[config.mk]
export PLATFORM = sky130hd
export DESIGN_NAME = coin_acceptor
export DESIGN_NICKNAME = d
export VERILOG_FILES = /design/src/rtl/vending_pkg.sv /design/src/rtl/debounce_sync.sv /design/src/rtl/coin_acceptor.sv
export SDC_FILE = /design/constraint.sdc
export NUM_CORES = 1
export LEC_CHECK = 0
export ABC_AREA = 1
export CAP_MARGIN = 0
export CORE_ASPECT_RATIO = 0.75
export CORE_UTILIZATION = 40
export DETAILED_ROUTE_END_ITERATION = 6
export PLACE_DENSITY = 0.78
export SKIP_LAST_GASP = 1
export SYNTH_ARGS = -nofsm -noshare
export SYNTH_HDL_FRONTEND = slang
export SYNTH_SLANG_ARGS = --single-unit
export TNS_END_PERCENT = 50
[constraint.sdc]
create_clock -name clk -period 1.07 [get_ports clk]
set_input_delay 0.1605 -clock clk [delete_from_list [all_inputs] [get_ports clk]]
set_output_delay 0.1605 -clock clk [all_outputs]
set_load 0.005 [all_outputs]
[src/rtl/vending_pkg.sv]
// Shared constants and enums for the vending front end: coin values,
// emit-FSM states and per-channel indices.
package vending_pkg;

    localparam int NICKEL_VAL = 5;
    localparam int DIME_VAL   = 10;

    typedef enum logic [1:0] {
        IDLE,
        EMIT,
        GAP
    } emit_state_e;

    typedef enum logic [1:0] {
        CH_NICKEL,
        CH_DIME,
        CH_REFUND
    } channel_e;

endpackage

[src/rtl/debounce_sync.sv]
// Two-flop synchroniser, debounce counter and registered rising-edge pulse
// for one raw sensor/button level.
module debounce_sync
    import vending_pkg::*;
#(
    parameter int DEBOUNCE_CYCLES = 4
) (
    input  logic clk,
    input  logic reset_n,
    input  logic raw,
    output logic rise
);

    localparam int CW = $clog2(DEBOUNCE_CYCLES + 1);
    localparam logic [CW-1:0] CNT_LAST = CW'(DEBOUNCE_CYCLES - 1);

    logic          s1_q, s1_d;
    logic          s2_q, s2_d;
    logic          stable_q, stable_d;
    logic [CW-1:0] cnt_q, cnt_d;
    logic          rise_q, rise_d;

    always_comb begin
        s1_d     = raw;
        s2_d     = s1_q;
        stable_d = stable_q;
        cnt_d    = '0;
        // The edge that would bring the count to DEBOUNCE_CYCLES flips stable instead.
        if (s2_q != stable_q) begin
            if (cnt_q == CNT_LAST) begin
                stable_d = s2_q;
            end else begin
                cnt_d = cnt_q + 1'b1;
            end
        end
        rise_d = stable_d & ~stable_q;
    end

    always_ff @(posedge clk) begin
        if (!reset_n) begin
            s1_q     <= 1'b0;
            s2_q     <= 1'b0;
            stable_q <= 1'b0;
            cnt_q    <= '0;
            rise_q   <= 1'b0;
        end else begin
            s1_q     <= s1_d;
            s2_q     <= s2_d;
            stable_q <= stable_d;
            cnt_q    <= cnt_d;
            rise_q   <= rise_d;
        end
    end

    assign rise = rise_q;

endmodule

[src/rtl/coin_acceptor.sv]
// Coin/refund front end: debounced channels feed pending flags and a
// three-state emit FSM. Optional totals enabled by COIN_ACCEPTOR_STATS_EN.
module coin_acceptor
    import vending_pkg::*;
#(
    parameter int DEBOUNCE_CYCLES = 4,
    parameter int CNT_W           = 16
) (
    input  logic             clk,
    input  logic             reset_n,
    input  logic             nickel_raw,
    input  logic             dime_raw,
    input  logic             refund_raw,
    input  logic             accept_en,
    output logic             nickel,
    output logic             dime,
    output logic             refund,
    output logic             coin_jam,
    output logic [CNT_W-1:0] nickel_total,
    output logic [CNT_W-1:0] dime_total
);

    logic [2:0]  rise;
    logic [2:0]  pending_q, pending_d;
    logic [2:0]  clr;
    emit_state_e state_q, state_d;
    logic        nickel_q, nickel_d;
    logic        dime_q, dime_d;
    logic        refund_q, refund_d;
    logic        jam_q, jam_d;

    debounce_sync #(.DEBOUNCE_CYCLES(DEBOUNCE_CYCLES)) u_nickel (
        .clk(clk), .reset_n(reset_n), .raw(nickel_raw), .rise(rise[CH_NICKEL])
    );
    debounce_sync #(.DEBOUNCE_CYCLES(DEBOUNCE_CYCLES)) u_dime (
        .clk(clk), .reset_n(reset_n), .raw(dime_raw), .rise(rise[CH_DIME])
    );
    debounce_sync #(.DEBOUNCE_CYCLES(DEBOUNCE_CYCLES)) u_refund (
        .clk(clk), .reset_n(reset_n), .raw(refund_raw), .rise(rise[CH_REFUND])
    );

    always_comb begin
        state_d  = state_q;
        clr      = 3'b000;
        nickel_d = 1'b0;
        dime_d   = 1'b0;
        refund_d = 1'b0;
        case (state_q)
            IDLE: begin
                if (accept_en && (|pending_q)) begin
                    state_d = EMIT;
                    if (pending_q[CH_NICKEL]) begin
                        nickel_d       = 1'b1;
                        clr[CH_NICKEL] = 1'b1;
                    end else if (pending_q[CH_DIME]) begin
                        dime_d       = 1'b1;
                        clr[CH_DIME] = 1'b1;
                    end else begin
                        refund_d       = 1'b1;
                        clr[CH_REFUND] = 1'b1;
                    end
                end
            end
            EMIT:    state_d = GAP;
            GAP:     state_d = IDLE;
            default: state_d = IDLE;
        endcase
        // A rise on the edge its channel is consumed re-arms it rather than jamming.
        pending_d = (pending_q & ~clr) | rise;
        jam_d     = jam_q | (|(rise & pending_q & ~clr));
    end

    always_ff @(posedge clk) begin
        if (!reset_n) begin
            state_q   <= IDLE;
            pending_q <= 3'b000;
            nickel_q  <= 1'b0;
            dime_q    <= 1'b0;
            refund_q  <= 1'b0;
            jam_q     <= 1'b0;
        end else begin
            state_q   <= state_d;
            pending_q <= pending_d;
            nickel_q  <= nickel_d;
            dime_q    <= dime_d;
            refund_q  <= refund_d;
            jam_q     <= jam_d;
        end
    end

    assign nickel   = nickel_q;
    assign dime     = dime_q;
    assign refund   = refund_q;
    assign coin_jam = jam_q;

`ifdef COIN_ACCEPTOR_STATS_EN
    logic [CNT_W-1:0] nickel_total_q, nickel_total_d;
    logic [CNT_W-1:0] dime_total_q, dime_total_d;

    always_comb begin
        nickel_total_d = nickel_total_q;
        dime_total_d   = dime_total_q;
        // Saturating: counts stick at all-ones.
        if (nickel_d && (nickel_total_q != '1)) nickel_total_d = nickel_total_q + 1'b1;
        if (dime_d && (dime_total_q != '1))     dime_total_d   = dime_total_q + 1'b1;
    end

    always_ff @(posedge clk) begin
        if (!reset_n) begin
            nickel_total_q <= '0;
            dime_total_q   <= '0;
        end else begin
            nickel_total_q <= nickel_total_d;
            dime_total_q   <= dime_total_d;
        end
    end

    assign nickel_total = nickel_total_q;
    assign dime_total   = dime_total_q;
`else
    assign nickel_total = '0;
    assign dime_total   = '0;
`endif

endmodule
==> results of run 1 <==
[what timing repair did]
item | in CTS | in global routing
pin swaps | 3 | 10
resized for setup | 10 | 13
buffers inserted | 0 | 1
endpoints found under the setup margin | 15 | 15
[layout by cell type, fill, tap and decap left out]
master,n
buf_4,5
dfxtp_2,6
clkdlybuf4s50_1,5
clkbuf_8,6
conb_1,32
nand3_2,1
o211ai_1,3
nor2_2,2
inv_1,21
dlygate4sd2_1,4
nor2_1,17
a21oi_1,6
nand2_1,10
a21oi_2,3
a211oi_1,3
ha_4,6
nand2_2,2
nor3_1,2
dfxtp_1,24
o21ai_1,3
nand3_1,5
inv_2,2
[flip-flops by register name, indices dropped and copies added (netlist names)]
register,flops
u_refund.rise,1
u_nickel.cnt_q,3
u_nickel.s2_q,1
u_dime.stable_q,1
nickel,1
refund,1
u_nickel.s1_q,1
u_refund.s1_q,1
u_nickel.rise,1
state_q,2
u_dime.cnt_q,3
dime,1
u_refund.s2_q,1
u_nickel.stable_q,1
u_refund.cnt_q,3
u_dime.s2_q,1
pending_q,3
u_dime.rise,1
u_refund.stable_q,1
u_dime.s1_q,1
coin_jam,1
[path summary, 6_finish.rpt]
kind	slack, ns	from	end
max	-0.03	u_nickel.cnt_q[0]$_SDFF_PP0_	u_nickel.cnt_q[0]$_SDFF_PP0_
min	0.41	dime_raw	u_dime.s1_q$_SDFF_PN0_
max reg2reg	-0.03	u_nickel.cnt_q[0]$_SDFF_PP0_	u_nickel.cnt_q[0]$_SDFF_PP0_
min reg2reg	0.41	u_refund.s1_q$_SDFF_PN0_	u_refund.s2_q$_SDFF_PN0_
[metrics by stage]
| stage | cell area (um^2) | worst slack [ns] |
|---|---|---|
| finish | 1510 | -0.0275 |
| global route | 1510 | -0.131 |
| CTS | 1440 | -0.0979 |
| detailed placement | 1330 | -0.187 |
| global placement | 1330 | -0.176 |
| floorplan | 1410 | -0.0115 |
[logic make-up after synthesis]
group	after synthesis	synth area share
AO/OA/AOI/OAI	18	0.0815
adder cells (fa/ha/maj)	6	0.0582
flip-flops	30	0.466
other	1	0.00291
buffers and inverters	56	0.259
AND/OR/NAND/NOR	39	0.133
[power groups by stage]
stage,Clock [mW],Combinational (mW),Sequential [mW]
after floorplan,0,0.141,1.16
after global placement,0,0.0883,1.16
after detailed placement,0,0.0890,1.16
after CTS,0.897,0.0896,1.14
after global routing,0.960,0.109,1.14
final,0.861,0.0919,1.14
[layout make-up]
class | instances | area, um^2
Fill cell | 287 | 1490
Inverter | 23 | 86.3
Tap cell | 38 | 47.5
Multi-Input combinational cell | 95 | 558
Clock buffer | 6 | 82.6
Timing Repair Buffer | 14 | 123
Sequential cell | 30 | 608
[routing by layer]
metal  share of wire  wire (um)  track usage
met5               0          0            0
met4           0.038         65        0.106
met3           0.048         82       0.0536
met2            0.45        764        0.153
met1            0.46        778        0.139
[critical path, delay by kind of cell (launching register included)]
| family | cells | cell delay [ns] |
|---|---|---|
| flops | 1 | 0.33 |
| fa+ha+maj | 2 | 0.32 |
| compound gates | 2 | 0.25 |
| simple gates | 1 | 0.13 |
==> impl_metrics.json, run 1 <==
{
  "cts_max_level": 2,
  "yosys.area.top_type_share": 0.466,
  "p_int_mw": 1.66,
  "grt_use_total": 0.117,
  "drtPass1Iterations": 4,
  "vdd_drop_max_uv": 844,
  "async_flop_share": 0,
  "maxSlewViolCount": 0,
  "cts_sinks": 30,
  "power_switching_share": 0.206,
  "yosysUniqueCellTypes": 17,
  "cp.required_ns": 1.28,
  "clock_latency_ns": 0.28,
  "initial_utilization": 0.430,
  "ys_top_cells_by_count": "33 x buf_4, 30 x dfxtp_1, 21 x inv_1",
  "grt_start_max_net_pins": 10,
  "grt_pass1_vias": 672,
  "drv_cap": 0,
  "hpwlAfterDp_um": 1130,
  "fin_skew_ns": 0.00340,
  "syn_area_um2": 1290,
  "die_w_um": 67.6,
  "cp_slowest_cell": "dfxtp_2",
  "violations": "negative setup slack",
  "fmax_mhz": 911,
  "dieArea_um2": 3460,
  "netlist_instances": 150,
  "timing.final.ws_setup_ns": -0.0275,
  "min_path_cells": 3,
  "cts_buffer_depth": 2,
  "fin_cells": 206,
  "tns_ns": -0.111,
  "crit_top_cell": "ha_4",
  "cp_cell_sequence": "ha_4 > ha_4 > a21oi_2 > o211ai_1 > nor2_1",
  "hold_slack_ns": 0.405,
  "antenna_found_initial": 0,
  "power_frac_seq": 0.545,
  "syn_area_per_cell_um2": 8.60,
  "crit_arrival_ns": 1.31,
  "num_rows": 17,
  "final_util": 0.502,
  "status": "finished with violations",
  "ant_nets": 0,
  "drc": 0,
  "hp-class": "in -> reg",
  "drive_gt1_frac": 0.196,
  "cts_tree": "done",
  "p_switching_mw": 0.432,
  "synth_warnings": 0,
  "p_total_mw": 2.09,
  "gp_congestion": 0.797,
  "ys_ff_latch": 30,
  "wl_um": 1690,
  "reg2regPathDepth": 5,
  "post_drt_wl_per_cell_um": 8.21,
  "cellLeakagePower_nw": 0.703,
  "cts_buffers": 5,
  "hold_buffers": 0,
  "nNetsFinal": 181,
  "syn_to_final_growth_pct": 16.7,
  "path_max_fanout": 4,
  "yosysMostFrequentCell": "buf_4",
  "hold_viol": 0,
  "ys_seq_area_frac": 0.466,
  "n_antenna_cell": 0,
  "grt_pass1_wl_um": 2770,
  "dieHeight_um": 51.2,
  "grt-ovfl-total": 0,
  "cts_root_buffer": "clkbuf_8",
  "synth_ff_type": "dfxtp_1",
  "p_clk_frac": 0.411,
  "place.port_buffers": 9,
  "yosys-top-cells-area": "dfxtp_1 47%, buf_4 19%, inv_1 6.1%, ha_1 5.8%, nor2_1 4.9%",
  "core_area_um2": 3000,
  "cpPeakStageDelay_ns": 0.33,
  "criticalPathCategory": "reg -> reg",
  "synth-edff-count": 0,
  "p_per_area_nw_per_um2": 1390,
  "vias_per_cell": 4.02,
  "finalSetupViolCount": 7,
  "critPathLaunchType": "flip-flop",
  "critPathCaptureType": "flip-flop",
  "path_clk_slew_ns": 0.05,
  "min_period_ns": 1.10,
  "vias": 829,
  "finalCritPeriodShare": 1.03,
  "drt_iter0_drc": 32,
  "ioPinCount": 42,
  "rsz0062_at_grt": "yes",
  "dp_cells": 199,
  "yosysTopAreaCell": "dfxtp_1",
  "pwr-share-comb": 0.044
}
(Power assumes the default switching activity.)
==> run 2, diff against run 1 <==
--- a/config.mk
+++ b/config.mk
@@ -11,6 +11,7 @@
 export CORE_UTILIZATION = 40
 export DETAILED_ROUTE_END_ITERATION = 6
 export PLACE_DENSITY = 0.78
+export SKIP_CTS_REPAIR_TIMING = 1
 export SKIP_LAST_GASP = 1
 export SYNTH_ARGS = -nofsm -noshare
 export SYNTH_HDL_FRONTEND = slang
==> run 2 against run 1 <==
The run still ends with negative setup slack left; utilization decreased by 0.71 points; combinational power about the same; wire length shrank 2.4%; largest power group unchanged.
==> impl_metrics.json, run 2 (synthesis gave the netlist of run 1 again) <==
{
  "status": "finished with violations",
  "violations": "negative setup slack",
  "fmax_mhz": 870,
  "reg2regPathDepth": 5,
  "drv_cap": 0,
  "p_switching_mw": 0.432,
  "p_int_mw": 1.66,
  "wl_um": 1650,
  "path_clk_slew_ns": 0.05,
  "clock_latency_ns": 0.28,
  "grt-ovfl-total": 0,
  "vias_per_cell": 3.97,
  "cp.required_ns": 1.28,
  "gp_congestion": 0.797,
  "n_antenna_cell": 0,
  "crit_arrival_ns": 1.36,
  "grt_start_max_net_pins": 10,
  "place_area_um2": 1330,
  "rsz0062_at_grt": "yes",
  "ant_nets": 0,
  "dp_cells": 199,
  "criticalPathCategory": "reg -> reg",
  "p_total_mw": 2.09,
  "path_buf_inv": 0,
  "dieArea_um2": 3460,
  "worst-path-stages": 5,
  "min_period_ns": 1.15,
  "num_rows": 17,
  "core_area_um2": 3000,
  "cts_max_level": 2,
  "post_drt_wl_per_cell_um": 8.05,
  "vias": 814,
  "path_max_fanout": 4,
  "nNetsFinal": 180,
  "cellLeakagePower_nw": 0.751,
  "drt_iter0_drc": 17,
  "dieHeight_um": 51.2,
  "drive_gt1_frac": 0.168,
  "grt_use_total": 0.108,
  "min_path_cells": 3,
  "p_clk_frac": 0.412,
  "hold_slack_ns": 0.406,
  "fin_skew_ns": 0.00296,
  "hp-class": "in -> reg",
  "hpwlAfterDp_um": 1130,
  "p_per_area_nw_per_um2": 1410,
  "cts_buffers": 5,
  "hold_viol": 0,
  "cp_cell_sequence": "ha_1 > ha_2 > a21oi_1 > o211ai_1 > nor2_1",
  "multiInputGateArea_um2": 532,
  "pre_cts_slack_ns": -0.187,
  "grt_pass1_vias": 623,
  "initial_utilization": 0.430,
  "pwr-share-comb": 0.044,
  "seqCellArea_um2": 606,
  "power_switching_share": 0.206,
  "die_w_um": 67.6,
  "cts_buffer_depth": 2,
  "drtPass1Iterations": 4,
  "fin_cells": 205,
  "cpPeakStageDelay_ns": 0.31,
  "finalSetupViolCount": 6,
  "power_frac_seq": 0.545,
  "ioPinCount": 42,
  "syn_to_final_growth_pct": 15.0,
  "fillers": 296,
  "critical_path.top_delay_family": "adder cells",
  "final_cell_mix": "32 x conb_1, 26 x dfxtp_1, 21 x inv_1",
  "cp_slowest_cell": "dfxtp_1",
  "place.port_buffers": 9,
  "antenna_found_initial": 0,
  "vdd_drop_max_uv": 848,
  "cts_tree": "done",
  "grt_pass1_wl_um": 2550,
  "critPathCaptureType": "flip-flop",
  "critPathLaunchType": "flip-flop",
  "maxSlewViolCount": 0,
  "timing.final.ws_setup_ns": -0.0799,
  "finalCritPeriodShare": 1.07,
  "fin_area_um2": 1480,
  "cts_root_buffer": "clkbuf_8",
  "final_common_cell": "conb_1",
  "cts_sinks": 30,
  "drc": 0
}
## run 2: area by class of cell
class | instances | area share
flip-flops and latches | 30 | 0.408
multi-input cells | 95 | 0.358
repair buffers | 13 | 0.0877
inverters | 23 | 0.0582
clock buffers | 6 | 0.0556
well taps | 38 | 0.0320
## run 2: worst min-delay path: cells and delay by family
| kind | cells | cell delay, ns |
|---|---|---|
| buffers and inverters | 2 | 0.42 |
| AND/OR/NAND/NOR | 1 | 0.06 |
## run 2: through the flow
step           TNS, ns   util
4_1_cts          -1.63  0.471
5_1_grt         -0.925  0.495
3_3_place_gp     -1.35  0.444
3_5_place_dp     -1.75  0.444
6_report        -0.243  0.495
2_1_floorplan  -0.0345      -
## run 2: layer usage
| metal | part of all wire | global-route usage | up-vias |
|---|---|---|---|
| met3 | 0.056 | 0.0536 | 6 |
| met4 | 0.036 | 0.106 | 0 |
| met1 | 0.47 | 0.132 | 352 |
| li1 | - | - | 438 |
| met5 | 0 | 0 | - |
| met2 | 0.43 | 0.130 | 18 |
## run 2: final timing paths
check	slack (ns)	to	start
worst min-delay path	0.41	u_dime.s1_q$_SDFF_PN0_	dime_raw
worst min register to register	0.41	u_refund.s2_q$_SDFF_PN0_	u_refund.s1_q$_SDFF_PN0_
worst max register to register	-0.08	u_dime.cnt_q[0]$_SDFF_PP0_	u_dime.cnt_q[0]$_SDFF_PP0_
worst max-delay path	-0.08	u_dime.cnt_q[0]$_SDFF_PP0_	u_dime.cnt_q[0]$_SDFF_PP0_
## run 2: power groups by stage
stage	Clock (mW)	Sequential (mW)	Combinational, mW
6_report	0.862	1.14	0.0916
5_1_grt	0.956	1.14	0.108
4_1_cts	0.897	1.14	0.0892
3_5_place_dp	0	1.16	0.0890
3_3_place_gp	0	1.16	0.0883
2_1_floorplan	0	1.16	0.141
